## src/rtl/stream_mux.sv

```systemverilog
// Registered N:1 stream mux with fixed select or optional round-robin (STREAM_MUX_RR_EN).
// Latency: 1 cycle from input transfer to out_valid; single-entry output register.
// Backpressure: in_ready is granted only when the output register is empty or draining this cycle.
module stream_mux #(
  parameter int NUM_CH = 4,
  parameter int DATA_W = 8,
  localparam int SEL_W = (NUM_CH > 1) ? $clog2(NUM_CH) : 1
) (
  input  logic                     clk,
  input  logic                     rst_n,
  input  logic [NUM_CH*DATA_W-1:0] in_data,
  input  logic [NUM_CH-1:0]        in_valid,
  output logic [NUM_CH-1:0]        in_ready,
  input  logic                     sel_mode,
  input  logic [SEL_W-1:0]         sel,
  output logic [DATA_W-1:0]        out_data,
  output logic                     out_valid,
  input  logic                     out_ready,
  output logic [SEL_W-1:0]         out_ch
);

  logic [NUM_CH-1:0] grant;
  logic [SEL_W-1:0]  grant_ch;
  logic [DATA_W-1:0] sel_data;
  logic              load_en;
  logic              in_xfer;

`ifdef STREAM_MUX_RR_EN
  logic [SEL_W-1:0] rr_ptr;
  logic [SEL_W:0]   idx;

  // Scan downward so the channel closest to rr_ptr is the last (winning) assignment.
  always_comb begin
    grant    = '0;
    grant_ch = '0;
    idx      = '0;
    if (sel_mode) begin
      for (int k = NUM_CH - 1; k >= 0; k--) begin
        idx = {1'b0, rr_ptr} + (SEL_W+1)'(k);
        if (idx >= (SEL_W+1)'(NUM_CH)) idx = idx - (SEL_W+1)'(NUM_CH);
        if (in_valid[idx[SEL_W-1:0]]) begin
          grant                   = '0;
          grant[idx[SEL_W-1:0]]   = 1'b1;
          grant_ch                = idx[SEL_W-1:0];
        end
      end
    end else if ({1'b0, sel} < (SEL_W+1)'(NUM_CH)) begin
      grant[sel] = in_valid[sel];
      grant_ch   = sel;
    end
  end

  always_ff @(posedge clk or negedge rst_n) begin
    if (!rst_n) begin
      rr_ptr <= '0;
    end else if (in_xfer && sel_mode) begin
      rr_ptr <= (grant_ch == SEL_W'(NUM_CH - 1)) ? '0 : grant_ch + 1'b1;
    end
  end
`else
  logic unused_sel_mode;
  assign unused_sel_mode = sel_mode;

  always_comb begin
    grant    = '0;
    grant_ch = '0;
    if ({1'b0, sel} < (SEL_W+1)'(NUM_CH)) begin
      grant[sel] = in_valid[sel];
      grant_ch   = sel;
    end
  end
`endif

  always_comb begin
    sel_data = '0;
    for (int i = 0; i < NUM_CH; i++) begin
      if (grant[i]) sel_data = in_data[i*DATA_W +: DATA_W];
    end
  end

  assign load_en  = !out_valid || out_ready;
  // rst_n gates ready directly: out_valid is 0 in reset, so load_en alone would be 1.
  assign in_ready = grant & {NUM_CH{load_en & rst_n}};
  assign in_xfer  = |in_ready;

  always_ff @(posedge clk or negedge rst_n) begin
    if (!rst_n) begin
      out_valid <= 1'b0;
      out_data  <= '0;
      out_ch    <= '0;
    end else if (load_en) begin
      out_valid <= in_xfer;
      if (in_xfer) begin
        out_data <= sel_data;
        out_ch   <= grant_ch;
      end
    end
  end

endmodule

```

## config.mk

```make
export PLATFORM = sky130hd
export DESIGN_NAME = stream_mux
export DESIGN_NICKNAME = d
export VERILOG_FILES = /design/src/rtl/stream_mux.sv
export SDC_FILE = /design/constraint.sdc
export NUM_CORES = 1
export LEC_CHECK = 0
export ABC_AREA = 1
export CORE_MARGIN = 2
export CORE_UTILIZATION = 30
export DETAILED_ROUTE_END_ITERATION = 8
export PLACE_DENSITY = 0.81
export SLEW_MARGIN = 10
export SYNTH_ARGS = -nofsm -noshare
export SYNTH_HDL_FRONTEND = slang
export SYNTH_SLANG_ARGS = --single-unit
```

## constraint.sdc

```tcl
create_clock -name clk -period 2.48 [get_ports clk]
set_input_delay 0.496 -clock clk [delete_from_list [all_inputs] [get_ports clk]]
set_output_delay 0.496 -clock clk [all_outputs]
set_load 0.03 [all_outputs]
```

-- Yosys cells after proc, flatten, opt, wreduce, memory -nomap -nowiden
Index checks and enable logic that the tools add are counted.
- register bits after elaboration: 11
- bits of input ports: 42
- output and inout bits: 15
- logic and storage cells: 21
- order comparisons: 2
- muxes and demuxes: 8
- bitwise gates (word level): 3
- reduce and logical (&&, ||, !) cells: 5
- operators with widths (kind ; count):
    $mux W8 ; 4
    $and A4 B4 Y4 ; 2
    $reduce_or A4 Y1 ; 1
    $lt A2 B3 Y1 const B ; 1
    $bmux W1 S2 ; 1
    $demux W1 S2 ; 1
    $ge A2 B1 Y1 const B ; 1
    $mux W1 ; 2
    $reduce_and A2 Y1 ; 1
    $and A1 B1 Y1 ; 1
    $logic_and A1 B1 Y1 ; 1
    $logic_not A1 Y1 ; 1
    $logic_or A1 B1 Y1 ; 1

-- Depth between registers and ports, before layout
Gate-level depths: netlist of run 1.
- depth in word-level cells: 9
- gate-level depth with buffers: 8

-- Worst setup path before layout of run 1
OpenSTA, ideal clock, no wires.
- path kind: register to output
- start point: register out_valid
- end point: output port in_ready[2]
- arrival: 1238 ps
- data required time: 1984 ps
- path slack: 746 ps
- cell stages (with the launch flop): 4
- cells stage by stage: dfrtp_1 -> nand2_1 -> nand2_1 -> nor2_1
- cells in the longest elaborated chain, start to end: 4
- RTL lines (item ; RTL line ; text):
    start: declaration ; 17 ; output logic out_valid,
    start signal: assignment ; 92 ; out_valid <= in_xfer;
    $logic_not A1 Y1 ; 81 ; assign load_en = !out_valid || out_ready;
    $logic_or A1 B1 Y1 ; 81 ;
    $and A1 B1 Y1 ; 83 ; assign in_ready = grant & {NUM_CH{load_en & rst_n}};
    $and A4 B4 Y4 ; 83 ;
    end: declaration ; 13 ; output logic [NUM_CH-1:0] in_ready,
No other way between the ends.

-- Worst setup path in the final report of run 1
- start point: input port sel[0]
- end point: output port in_ready[2]
- cells in the longest elaborated chain, start to end: 6
- elaborated cells between the ends (all ways): 9
- those cells by class: order compare: 2; mux: 4; bitwise: 2; reduce/logical: 1
- RTL lines (item ; RTL line ; text):
    start: declaration ; 15 ; input logic [SEL_W-1:0] sel,
    $lt A2 B3 Y1 (implied by the code) / $ge A2 B1 Y1 (equally long branches) ; 68 ; grant[sel] = in_valid[sel];
    $logic_and A1 B1 Y1 (implied by the code) ; 68 ;
    $mux W1 (implied by the code) ; 68 ;
    $demux W1 S2 ; 68 ;
    $and A4 B4 Y4 (no source line) * ; n/a ;
    $and A4 B4 Y4 * ; 83 ;
Mark *: on every way between the ends. The rest lies on a longest branch, timed or not. The select of a mux whose other input is x is not followed.

==> results of run 1 <==
registers in the layout, summed over array words and instances (netlist names):
register / cells
out_data: 8
out_ch: 2
out_valid: 1
worst max-delay path, cell delays in order:
cell             delay (ps)
clkdlybuf4s50_1         630
inv_2                   250
nand3_1                 150
nor2_1                  140
buf_4                   170
area by class of cell:
type | instances | area, µm²
clock buffers | 4 | 26.3
fillers | 273 | 1260
inverters | 3 | 11.3
multi-input cells | 87 | 495
flip-flops and latches | 11 | 275
well taps | 31 | 38.8
repair buffers | 63 | 601
cells by family after synthesis:
logic type | synth area share
AOI/OAI and AO/OA | 0.0208
buffers and inverters | 0.0847
and+or+nand+nor | 0.568
DFF | 0.327
per-layer routing:
metal | GRT usage | routed length [µm] | vias up
met1 | 0.205 | 1160 | 497
met4 | 0.0930 | 68 | 0
li1 | - | - | 523
met2 | 0.346 | 1550 | 48
met5 | 0 | 0 | -
met3 | 0.0522 | 217 | 8
per-stage QoR:
| step | instance area, µm² | setup WS, ps | util | hold WS [ps] |
|---|---|---|---|---|
| 2_1_floorplan | 842 | 746 | - | 200 |
| 3_3_place_gp | 1420 | 177 | 0.524 | 457 |
| 3_5_place_dp | 1420 | 140 | 0.524 | 478 |
| 4_1_cts | 1450 | 135 | 0.534 | 494 |
| 5_1_grt | 1450 | 51.7 | 0.534 | 548 |
| 6_report | 1450 | 134 | 0.534 | 491 |
synth_stat cells:
library cell  number
a21o_1             1
a21oi_1            2
buf_1              1
buf_2              3
buf_6              3
clkbuf_1           2
dfrtp_1           11
inv_1              1
inv_2              2
nand2_1           23
nand2_2            1
nand2_4            1
nand3_1           18
nand3_2            1
nand3_4            1
nand4_1           32
nor2_1             3
nor2_4             4
power by group through the flow:
stage                     sequential, W  clock [W]  combinational (W)
final                          0.000236   0.000117           0.000336
after detailed placement       0.000240          0           0.000336
after global routing           0.000240   0.000133           0.000360
after floorplan                0.000309          0          0.0000957
after global placement         0.000238          0           0.000330
after CTS                      0.000237   0.000121           0.000337
layout by cell type, fill, tap and decap left out:
cell type	n
buf_4	12
nor2_4	4
clkbuf_4	3
inv_1	1
nand2_4	1
nand2_2	1
a21oi_1	2
nand2_1	23
nor2_1	3
nand3_4	1
clkbuf_1	1
clkdlybuf4s50_1	51
nand3_1	18
inv_2	2
nand4_1	32
nand3_2	1
a21o_1	1
dfrtp_1	11
path summary, 6_finish.rpt:
path	start	end	slack (ps)	cells after the start
min in group asynchronous	rst_n	out_data[3]$_DFFE_PN0P_	560	2
min reg2reg	out_ch[1]$_DFFE_PN0P_	out_ch[1]$_DFFE_PN0P_	490	2
max in group asynchronous	rst_n	out_data[4]$_DFFE_PN0P_	1780	2
min	out_ch[1]$_DFFE_PN0P_	out_ch[1]$_DFFE_PN0P_	490	2
max reg2reg	out_valid$_DFFE_PN0N_	out_data[2]$_DFFE_PN0P_	1070	6
max	sel[0]	in_ready[2]	130	5
==> impl_results.md, run 1 <==
* Setup total negative slack at 0 ps
* Flops & latches, synth at 11
* DR WL/cell at 15.1 µm
* Worst EP arrival at 1850 ps
* Antenna violations before repair at 0
* Ranking of synthesized cells by area: dfrtp_1 33%, nand4_1 24%, nand3_1 11%
* Worst Path Required at 1980 ps
* CP endpoint kind: primary output
* Lkg Pwr at between 0.6 and 0.7 nW
* DR vias at around 1100
* Post-Syn Area at 842 µm²
* Diode count at 0
* RSZ-0062 raised after global routing: false
* CTS buffer count at 3
* Hold buffers post-CTS at 0
* Post-Synthesis Net Count at 152
* Placed cells at 195
* Vias per cell at 5.41
* Post-synth cell types at 18
* Remaining antenna violation count at 0
* Fmax at 0.426 GHz
* Top-area cell type share of the netlist area at 0.327
* H-Tree Depth at 1
* Final setup fails at 0
* Remaining DRCs at 0
* Largest net degree at the start of global routing at 15
* RD Place Congestion at 0.822
* Outcome: complete, no violations
* Root buffer cell: clkbuf_4
* Setup CP Type: in2out
* Final hold viol count at 0
* Dpl hpwl at between 2 and 2.5 mm
* Final cell count without fillers at 199
* Worst vdd ir at 0.504 mV
* Port bufs at 55
* Min-Delay Path Class: reg2reg
* Longest Clk Path Bufs at 2
* Share of cells above drive strength 1 at 0.149
* Tot Pwr at 0.000689 W
* Final min period at 2350 ps
* Setup Fix Bufs, Post-CTS at 0
* Clk network pwr share at 0.170
* Crit-path max FO at 9
* Global-route wire length before repair at roughly 4.9 mm
* Seq/Total Area, Yosys at 0.327
* Fin nets at 211
* Period utilization at 0.946
* Clock transition at path regs at 60 ps
* Cells after Synth at 110
* Mean post-synth cell area at between 7 and 8 µm²
* TritonCTS clock tree: yes
* Grt ovf at 0
* GRT Util Overall at 0.192
* Internal Pwr Total at 0.000436 W
* Area of the die at 0.00325 mm²
* Slew headroom at 0.705
* I/O pins at 57
* Area growth syn-to-layout at 71.9%
* Routed WL at 3.00 mm
* Area leader, netlist: dfrtp_1
* Max Cap Viol at 0
* Clock skew at 0.167 ps
* Switching share of power at 0.367
* Warnings, synthesis at 0
* Core area at 0.00271 mm²
* Die Width at 57.0 µm
* Die Ht at 57.0 µm
* Combinational power share at 0.488
* Initial Util at 0.311
* Drt initial violations at 42
* Fin. max-slew vios at 0
* Vias in the first global route at about 1100
* Row count at 19
* Startpoint types: input port
* Clk sinks at 11
* Flop pwr share at 0.343
* Net Sw Power at 0.000253 W
* CTS resizes at 0
* Pwr Density at 476 mW/mm²
* Pre-Repair DR Iteration Count at 4
* Worst Tran Pin Value at 440 ps
* Clock latency at the later pin of the worst-skew pair at 260 ps
Power figures use the tool's default switching activity.
==> inputs of run 2 (changes only) <==
CORE_MARGIN = 5   (was 2)
CTS_BUF_LIST = sky130_fd_sc_hd__clkbuf_8   (was not set)
SETUP_SLACK_MARGIN = 0.05   (was not set)
==> impl_results.md, run 2 (synthesized netlist as in run 1, its figures left out) <==
* Fmax at 0.439 GHz (was 0.426 GHz)
* Worst vdd ir at 0.517 mV (was 0.504 mV)
* Diode count at 0 (unchanged)
* Met3 Use GR at 0.0612 (was 0.0522)
* Drt initial violations at 59 (was 42)
* Filler cell count at 270 (was 273)
* H-Tree Depth at 1 (unchanged)
* Vias in the first global route at 1168 (was 1140)
* Die Ht at 63.0 µm (was 57.0 µm)
* Row count at 19 (unchanged)
* Most frequent cells in the layout: 50 x clkdlybuf4s50_1, 32 x nand4_1, 23 x nand2_1 (was 51 x clkdlybuf4s50_1, 32 x nand4_1, 23 x nand2_1)
* TritonCTS clock tree: yes (unchanged)
* CTS buffer count at 3 (unchanged)
* Area growth syn-to-layout at 76.2% (was 71.9%)
* Gr busiest metal: met2 (unchanged)
* Antenna violations before repair at 0 (unchanged)
* Flop pwr share at 0.318 (was 0.343)
* I/O pins at 57 (unchanged)
* CP Launch Point: sel[0] (unchanged)
* Final core utilization at 0.543 (was 0.534)
* Worst Tran Pin Value at 491 ps (was 440 ps)
* Fin nets at 213 (was 211)
* Fin. max-slew vios at 0 (unchanged)
* Share of cells above drive strength 1 at 0.159 (was 0.149)
* Worst EP arrival at 1780 ps (was 1850 ps)
* Crit-path max FO at 9 (unchanged)
* RD Place Congestion at 0.825 (was 0.822)
* DR vias at 1094 (was 1076)
* Lkg Pwr at 0.644 nW (was 0.613 nW)
* Largest regs: out_data: 8 flops, out_ch: 2 flops, out_valid: 1 flops (unchanged)
* Worst Path Required at 1980 ps (about the same)
* Pwr Density at 503 mW/mm² (was 476 mW/mm²)
* Period utilization at 0.919 (was 0.946)
* Placement Setup Slack at 188 ps (was 140 ps)
* Die Width at 63.0 µm (was 57.0 µm)
* Port bufs at 55 (unchanged)
* Setup Fix Bufs, Post-CTS at 0 (unchanged)
* Met1 GRT Util at 0.206 (was 0.205)
* Initial Util at 0.308 (was 0.311)
* GRT met2 Usage at 0.287 (was 0.346)
* Worst reg2reg setup slack at 1030 ps (was 1070 ps)
* Final min period at 2280 ps (was 2350 ps)
* Max Cap Viol at 0 (unchanged)
* Worst path max stage delay at 580 ps (was 630 ps)
* Net Sw Power at 0.000262 W (was 0.000253 W)
* Clk network pwr share at 0.226 (was 0.170)
* Final setup fails at 0 (unchanged)
* Clock latency at the later pin of the worst-skew pair at 230 ps (was 260 ps)
* FF-to-FF path depth at 6 (unchanged)
* Routed WL at 3.26 mm (was 3.00 mm)
* RSZ-0062 raised after global routing: false (unchanged)
* Combinational power share at 0.456 (was 0.488)
* Clk sinks at 11 (unchanged)
* Crit-path slowest cell: clkdlybuf4s50_1 (unchanged)
* Min-Delay Path Class: reg2reg (unchanged)
* GRT Util Overall at 0.169 (was 0.192)
* CP endpoint kind: primary output (unchanged)
* Max reg flops at 8 (unchanged)
* Core area at 0.00273 mm² (was 0.00271 mm²)
* Crit path capture: in_ready[2] (unchanged)
* Slew headroom at 0.672 (was 0.705)
* Remaining DRCs at 0 (unchanged)
* Crit-path cells: clkdlybuf4s50_1 -> inv_2 -> nand3_1 -> nor2_1 -> buf_4 (unchanged)
* Setup total negative slack at 0 ps (unchanged)
* Commonest non-fill, non-tap cell in the layout: clkdlybuf4s50_1 (unchanged)
* Global-route wire length before repair at 5.49 mm (was 4.86 mm)
* DR WL/cell at 16.2 µm (was 15.1 µm)
* Remaining antenna violation count at 0 (unchanged)
* Grt ovf at 0 (unchanged)
* Dpl hpwl at 2.61 mm (was 2.42 mm)
* Pre-Repair DR Iteration Count at 4 (unchanged)
* Longest Clk Path Bufs at 2 (unchanged)
* Setup CP Type: in2out (unchanged)
* Largest net degree at the start of global routing at 13 (was 15)
* Worst R2R End: out_data[5]$_DFFE_PN0P_ (was out_data[2]$_DFFE_PN0P_)
* Outcome: complete, no violations (unchanged)
* Clock transition at path regs at 50 ps (was 60 ps)
* Setup ws final at 202 ps (was 134 ps)
* Clock skew at 2.20 ps (was 0.167 ps)
* Final hold viol count at 0 (unchanged)
* Area of the die at 0.00397 mm² (was 0.00325 mm²)
* Vias per cell at 5.44 (was 5.41)
* Largest Register: out_data (unchanged)
* Worst reg2reg startpoint: out_valid$_DFFE_PN0N_ (unchanged)
* Root buffer cell: clkbuf_8 (was clkbuf_4)
* Internal Pwr Total at 0.000485 W (was 0.000436 W)
* Switching share of power at 0.351 (was 0.367)
* Startpoint types: input port (unchanged)
## run 2: routing by layer
layer  vias to the layer above  wire length [µm]
li1                        525                 -
met1                       500              1250
met2                        67              1680
met3                         2               314
met4                         0                19
met5                         -                 0
## run 2: repair_timing
action                     4_1_cts  5_1_grt
hold buffers                     0        0
resized for setup                0        1
setup endpoints to repair        0        1
## run 2: worst max-delay path, delay by kind of cell
kind	cells	cell delay [ps]
AND/OR/NAND/NOR	2	290
buffers and inverters	3	980
## run 2: power groups by stage
stage                     sequential (W)  clock [W]  combinational (W)
final                           0.000238   0.000169           0.000340
after floorplan                 0.000309          0          0.0000957
after global routing            0.000242   0.000188           0.000364
after global placement          0.000238          0           0.000335
after CTS                       0.000238   0.000174           0.000341
after detailed placement        0.000241          0           0.000340
## run 2: layout make-up
class,instances,area [µm²],area share
clock buffer,3,41.3,0.0278
clock inverter,1,3.75,0.00253
inverter,3,11.3,0.00759
multi-input combinational,87,495,0.334
sequential,11,275,0.185
tap,31,38.8,0.0261
timing repair buffer,65,618,0.417
## run 2: per-stage QoR
stage / instance area, µm² / power [W] / hold slack, ps / std cells
global placement: 1440 / 0.000573 / 459 / 197
finish: 1480 / 0.000747 / 474 / 201
floorplan: 842 / 0.000405 / 200 / 110
CTS: 1480 / 0.000754 / 473 / 201
global route: 1480 / 0.000794 / 508 / 201
detailed placement: 1440 / 0.000581 / 461 / 197
## run 2: worst min path at each step
stage | from | end | slack (ps) | cells after the start
final | out_ch[1]$_DFFE_PN0P_ | out_ch[1]$_DFFE_PN0P_ | 470 | 2
after global routing | out_ch[1]$_DFFE_PN0P_ | out_ch[1]$_DFFE_PN0P_ | 510 | 2
after CTS | out_ch[1]$_DFFE_PN0P_ | out_ch[1]$_DFFE_PN0P_ | 470 | 2
after detailed placement | out_ch[1]$_DFFE_PN0P_ | out_ch[1]$_DFFE_PN0P_ | 460 | 2
after global placement | out_ch[1]$_DFFE_PN0P_ | out_ch[1]$_DFFE_PN0P_ | 460 | 2
after floorplan | rst_n | out_ch[0]$_DFFE_PN0P_ | 200 | 0
